--- config.mk ---
export PLATFORM = sky130hd
export DESIGN_NAME = id_branch_stage
export DESIGN_NICKNAME = d
export VERILOG_FILES = /design/src/rtl/id_branch_stage.sv
export SDC_FILE = /design/constraint.sdc
export NUM_CORES = 1
export LEC_CHECK = 0
export ABC_AREA = 1
export ABC_CLOCK_PERIOD_IN_PS = 3590
export CAP_MARGIN = 15
export CORE_MARGIN = 2
export CORE_UTILIZATION = 46
export DETAILED_ROUTE_END_ITERATION = 8
export GPL_TIMING_DRIVEN = 0
export PLACE_DENSITY = 0.88
export REMOVE_ABC_BUFFERS = 1
export SETUP_SLACK_MARGIN = 0.02
export SLEW_MARGIN = 5
export SYNTH_ARGS = -nofsm -noshare
export SYNTH_HDL_FRONTEND = slang
export SYNTH_SLANG_ARGS = --single-unit
export TNS_END_PERCENT = 30
--- constraint.sdc ---
create_clock -name clk -period 3.59 [get_ports clk]
set_input_delay 0.8975 -clock clk [delete_from_list [all_inputs] [get_ports clk]]
set_output_delay 0.8975 -clock clk [all_outputs]
set_load 0.03 [all_outputs]
--- src/rtl/id_branch_stage.sv ---
// IF/ID pipeline register with decode-stage beq/bne/j resolution.
// A taken redirect squashes the wrong-path fetch with a single bubble.
module id_branch_stage #(
  parameter logic [31:0] NOP = 32'h0000_0000
) (
  input  logic        clk,
  input  logic        reset,
  input  logic [31:0] in_inst,
  input  logic [31:0] in_pc4,
  input  logic        stall,
  input  logic [31:0] rs_data,
  input  logic [31:0] rt_data,
  output logic [31:0] out_inst,
  output logic [31:0] out_pc4,
  output logic        out_valid,
  output logic [31:0] beq,
  output logic        sel,
  output logic [15:0] redirects
);

  typedef enum logic {RUN = 1'b0, BUBBLE = 1'b1} state_t;

  localparam logic [5:0] OP_BEQ = 6'h04;
  localparam logic [5:0] OP_BNE = 6'h05;
  localparam logic [5:0] OP_J   = 6'h02;

  state_t      r_state;
  logic [31:0] r_inst;
  logic [31:0] r_pc4;
  logic        r_valid;
  logic [15:0] r_redirects;

  logic [5:0]  w_opcode;
  logic [31:0] w_br_target;
  logic [31:0] w_j_target;
  logic [31:0] w_target;
  logic        w_cond;
  logic        w_taken;

  assign w_opcode    = r_inst[31:26];
  assign w_br_target = r_pc4 + {{14{r_inst[15]}}, r_inst[15:0], 2'b00};
  assign w_j_target  = {r_pc4[31:28], r_inst[25:0], 2'b00};

  always_comb begin
    w_cond   = 1'b0;
    w_target = w_br_target;
    case (w_opcode)
      OP_BEQ: w_cond = (rs_data == rt_data);
      OP_BNE: w_cond = (rs_data != rt_data);
      OP_J: begin
        w_cond   = 1'b1;
        w_target = w_j_target;
      end
      default: w_cond = 1'b0;
    endcase
  end

  // Bubbles and stalled cycles never redirect, whatever the opcode bits say.
  assign w_taken = r_valid & ~stall & (r_state == RUN) & w_cond;

  assign sel       = w_taken;
  assign beq       = w_taken ? w_target : 32'h0;
  assign out_inst  = r_inst;
  assign out_pc4   = r_pc4;
  assign out_valid = r_valid;
  assign redirects = r_redirects;

  always_ff @(posedge clk or negedge reset) begin
    if (!reset) begin
      r_state     <= RUN;
      r_inst      <= NOP;
      r_pc4       <= 32'h0;
      r_valid     <= 1'b0;
      r_redirects <= 16'h0;
    end else if (!stall) begin
      case (r_state)
        RUN: begin
          r_pc4 <= in_pc4;
          if (w_taken) begin
            r_inst      <= NOP;
            r_valid     <= 1'b0;
            r_redirects <= r_redirects + 16'h1;
            r_state     <= BUBBLE;
          end else begin
            r_inst  <= in_inst;
            r_valid <= 1'b1;
          end
        end
        BUBBLE: begin
          r_inst  <= in_inst;
          r_pc4   <= in_pc4;
          r_valid <= 1'b1;
          r_state <= RUN;
        end
        default: r_state <= RUN;
      endcase
    end
  end

endmodule

==> results.tsv <==
metric	value	unit
status	finished with violations	
failing checks	setup timing	
Die H	124	um
antenna violations before repair	1	
part of the Yosys area used for sequential elements	31.2	%
relative slew slack	60.9	%
number of synthesized register bits	82	
clock sink count	82	
post-synthesis simple-gate area fraction	41.2	%
H-tree levels	3	
Critical Path End Type	output pin	
Post-Syn Area per Cell	6.44	um2
startpoint types	flip-flop	
complex-gate fraction of the synthesized area	8.11	%
mux cell area share after synthesis	0	%
boundary pin count	245	
Initial DRT Pass Iterations	5	
Initial Util	47.2	%
first-pass GRT wire length	36.1	mm
Hold Vio Cnt, Final	0	
Fmax	0.273	GHz
number of enable flip-flop cells after synthesis	0	
Slew Viols, Final	0	
total core area	0.0139	mm2
vias in the first global route	7380	
global route overflow	0	
via count	7791	
cell area after synthesis	0.00657	mm2
pre-CTS setup slack	-1.68	ns
most frequent cell after synthesis	nand2_1	
post-route clock skew	0.00724	ns
die span in x	124	um
largest net degree at the start of global routing	54	
Final period util	102	%
CTS tree	built	
clk root buf	clkbuf_16	
Worst-Skew Late Latency	0.36	ns
RSZ-0062 raised after global routing	yes	
post-route cell area	0.0101	mm2
post-synthesis adder-cell area fraction	6.02	%
leakage	5.05	nW
WS Path Type	flip-flop to output pin	
area leader, netlist	dfrtp_1	
vias per cell	5.33	
Remaining DRCs	0	
pwr/cell area	377	mW/mm2
DP Area	0.00917	mm2
slowest cell on the critical path	dfrtp_4	
CTS Hold Bufs	0	
post-synth top area share	31.2	%
Setup-failing EPs final	2	
die area	0.0153	mm2
arrival time of the worst setup path	2.77	ns
Synth top cells by count	nand2_1, inv_1, nor2_1	
Post-synth ARST share	100	%
max cap viols	0	
total power	3.82	mW
Reg clk slew, reported paths	0.07	ns
synth top area cells	dfrtp_1, nand2_1, ha_1	
Final HPWL DP	16.2	mm
post-route ant nets	0	
Placed Cells	1419	
clock buffer depth	2	
DRT iter0 DRCs	573	
Setup WS post-layout	-0.0749	ns
layout cells sized above 1	18.6	%
final WL	24.4	mm
Synth cell types	36	
hold slack	0.480	ns
top_reg_cell synth	dfrtp_1	
Finished Layout Cells	1463	
gr usage total	30.3	%
row cnt	43	
r2r worst-path depth	8	
CP most frequent cell	nand2_2	
Syn Inst Count	1020	
yosys warns	0	
Slowest Stage Delay on Critical Path	0.56	ns
# port buffers	244	
worst endpoint required time	2.69	ns
crit path max fanout	6	
Area Growth Syn to Fin	54.2	%
XOR/XNOR Fraction of Synth Area	5.86	%
Final #Nets	1439	
worst min path class	input port to asynchronous set/reset pin	
worst-margin pin slew	0.585	ns
critical path cell sequence	buf_12 > ha_4 > a21oi_2 > nor2_2 > nor2_2 > nand2_2 > a21oi_4 > nand2_2 > nand2_2 > nand3_2 > nand2_1 > inv_1 > nor2_1 > buf_4	
min cycle time layout	3.66	ns
Max rail drop VDD	403	uV
wire length per cell	16.6	um
Num CTS Buffers	9	
RePlAce Congestion	0.936	
main combinational cell family by area after synthesis	simple AND/OR/NAND/NOR gates	
per-stage QoR:
step	utilization [%]	setup TNS, ns
after detailed placement	65.8	-41.69
after CTS	68.6	-0.0194
after global routing	72.7	-0.738
final	72.7	-0.134
after floorplan	-	-3.85
after global placement	65.2	-375.90
cell type report:
cell class	count	area (um2)
diodes	1	2.50
repair buffers	271	2530
fillers	1107	3800
well taps	180	225
multi-input cells	822	4670
clock inverters	6	66.3
inverters	91	357
clock buffers	10	229
flip-flops and latches	82	2060
placed cells by master (no fill, tap or decap), drive strengths merged, types with 10 or more instances in the layout:
| cell type | synthesis | routed |
|---|---|---|
| nand2 | 457 | 461 |
| clkdlybuf4s50 | 0 | 145 |
| nor2 | 98 | 98 |
| inv | 91 | 90 |
| dfrtp | 82 | 82 |
| nand3 | 71 | 71 |
| buf | 14 | 58 |
| a21oi | 48 | 48 |
| dlygate4sd2 | 0 | 38 |
| xnor2 | 35 | 35 |
| ha | 30 | 30 |
| clkbuf | 15 | 26 |
| o21ai | 24 | 24 |
| clkdlybuf4s15 | 0 | 14 |
| nand4 | 10 | 10 |
| nor3 | 10 | 10 |
logic make-up after synthesis:
logic type | count (synthesis)
simple gates | 654
buf+inv | 120
compound gates | 89
flops | 82
xor+xnor | 44
fa+ha+maj | 31
registers in the layout, summed over array words and instances, names as in the netlist:
| name | cells |
|---|---|
| out_inst | 32 |
| out_pc4 | 32 |
| redirects | 16 |
| out_valid | 1 |
| r_state | 1 |
worst max-delay path, delay by kind of cell (launching register included):
family	cells	cell delay, ns
flip-flops	1	0.56
adder cells (fa/ha/maj)	1	0.26
buffers and inverters	3	0.41
AO/OA/AOI/OAI	2	0.42
AND/OR/NAND/NOR	8	0.75
layer usage:
metal	GRT usage, %	vias up	wire (um)
li1	-	3752	-
met1	36.3	3620	9710
met2	52.6	356	11700
met3	7.56	63	2180
met4	10.3	0	812
met5	0	-	0
report_power, final:
| part | switching, mW | internal, mW |
|---|---|---|
| logic | 0.985 | 0.717 |
| registers | 0.138 | 1.03 |
| clock network | 0.411 | 0.542 |
| total | 1.53 | 2.29 |
final timing paths:
kind | startpoint | slack, ns | to
hold / removal | reset | 0.48 | redirects[15]
min in group clk | out_inst[17] | 0.51 | out_inst[17]
setup / recovery | out_inst[15] | -0.07 | beq[31]
max in group asynchronous | reset | 2.48 | out_pc4[8]
setup reg to reg | out_inst[31] | 1.38 | out_inst[26]
hold reg to reg | out_inst[17] | 0.51 | out_inst[17]
what timing repair did:
| item | in CTS | in global routing |
|---|---|---|
| buffers inserted | 9 | 14 |
| gates resized for setup | 268 | 160 |
| pin swaps | 55 | 63 |
| gates cloned | 4 | 0 |
| endpoints found under the setup margin | 33 | 33 |
(Power assumes the default switching activity.)
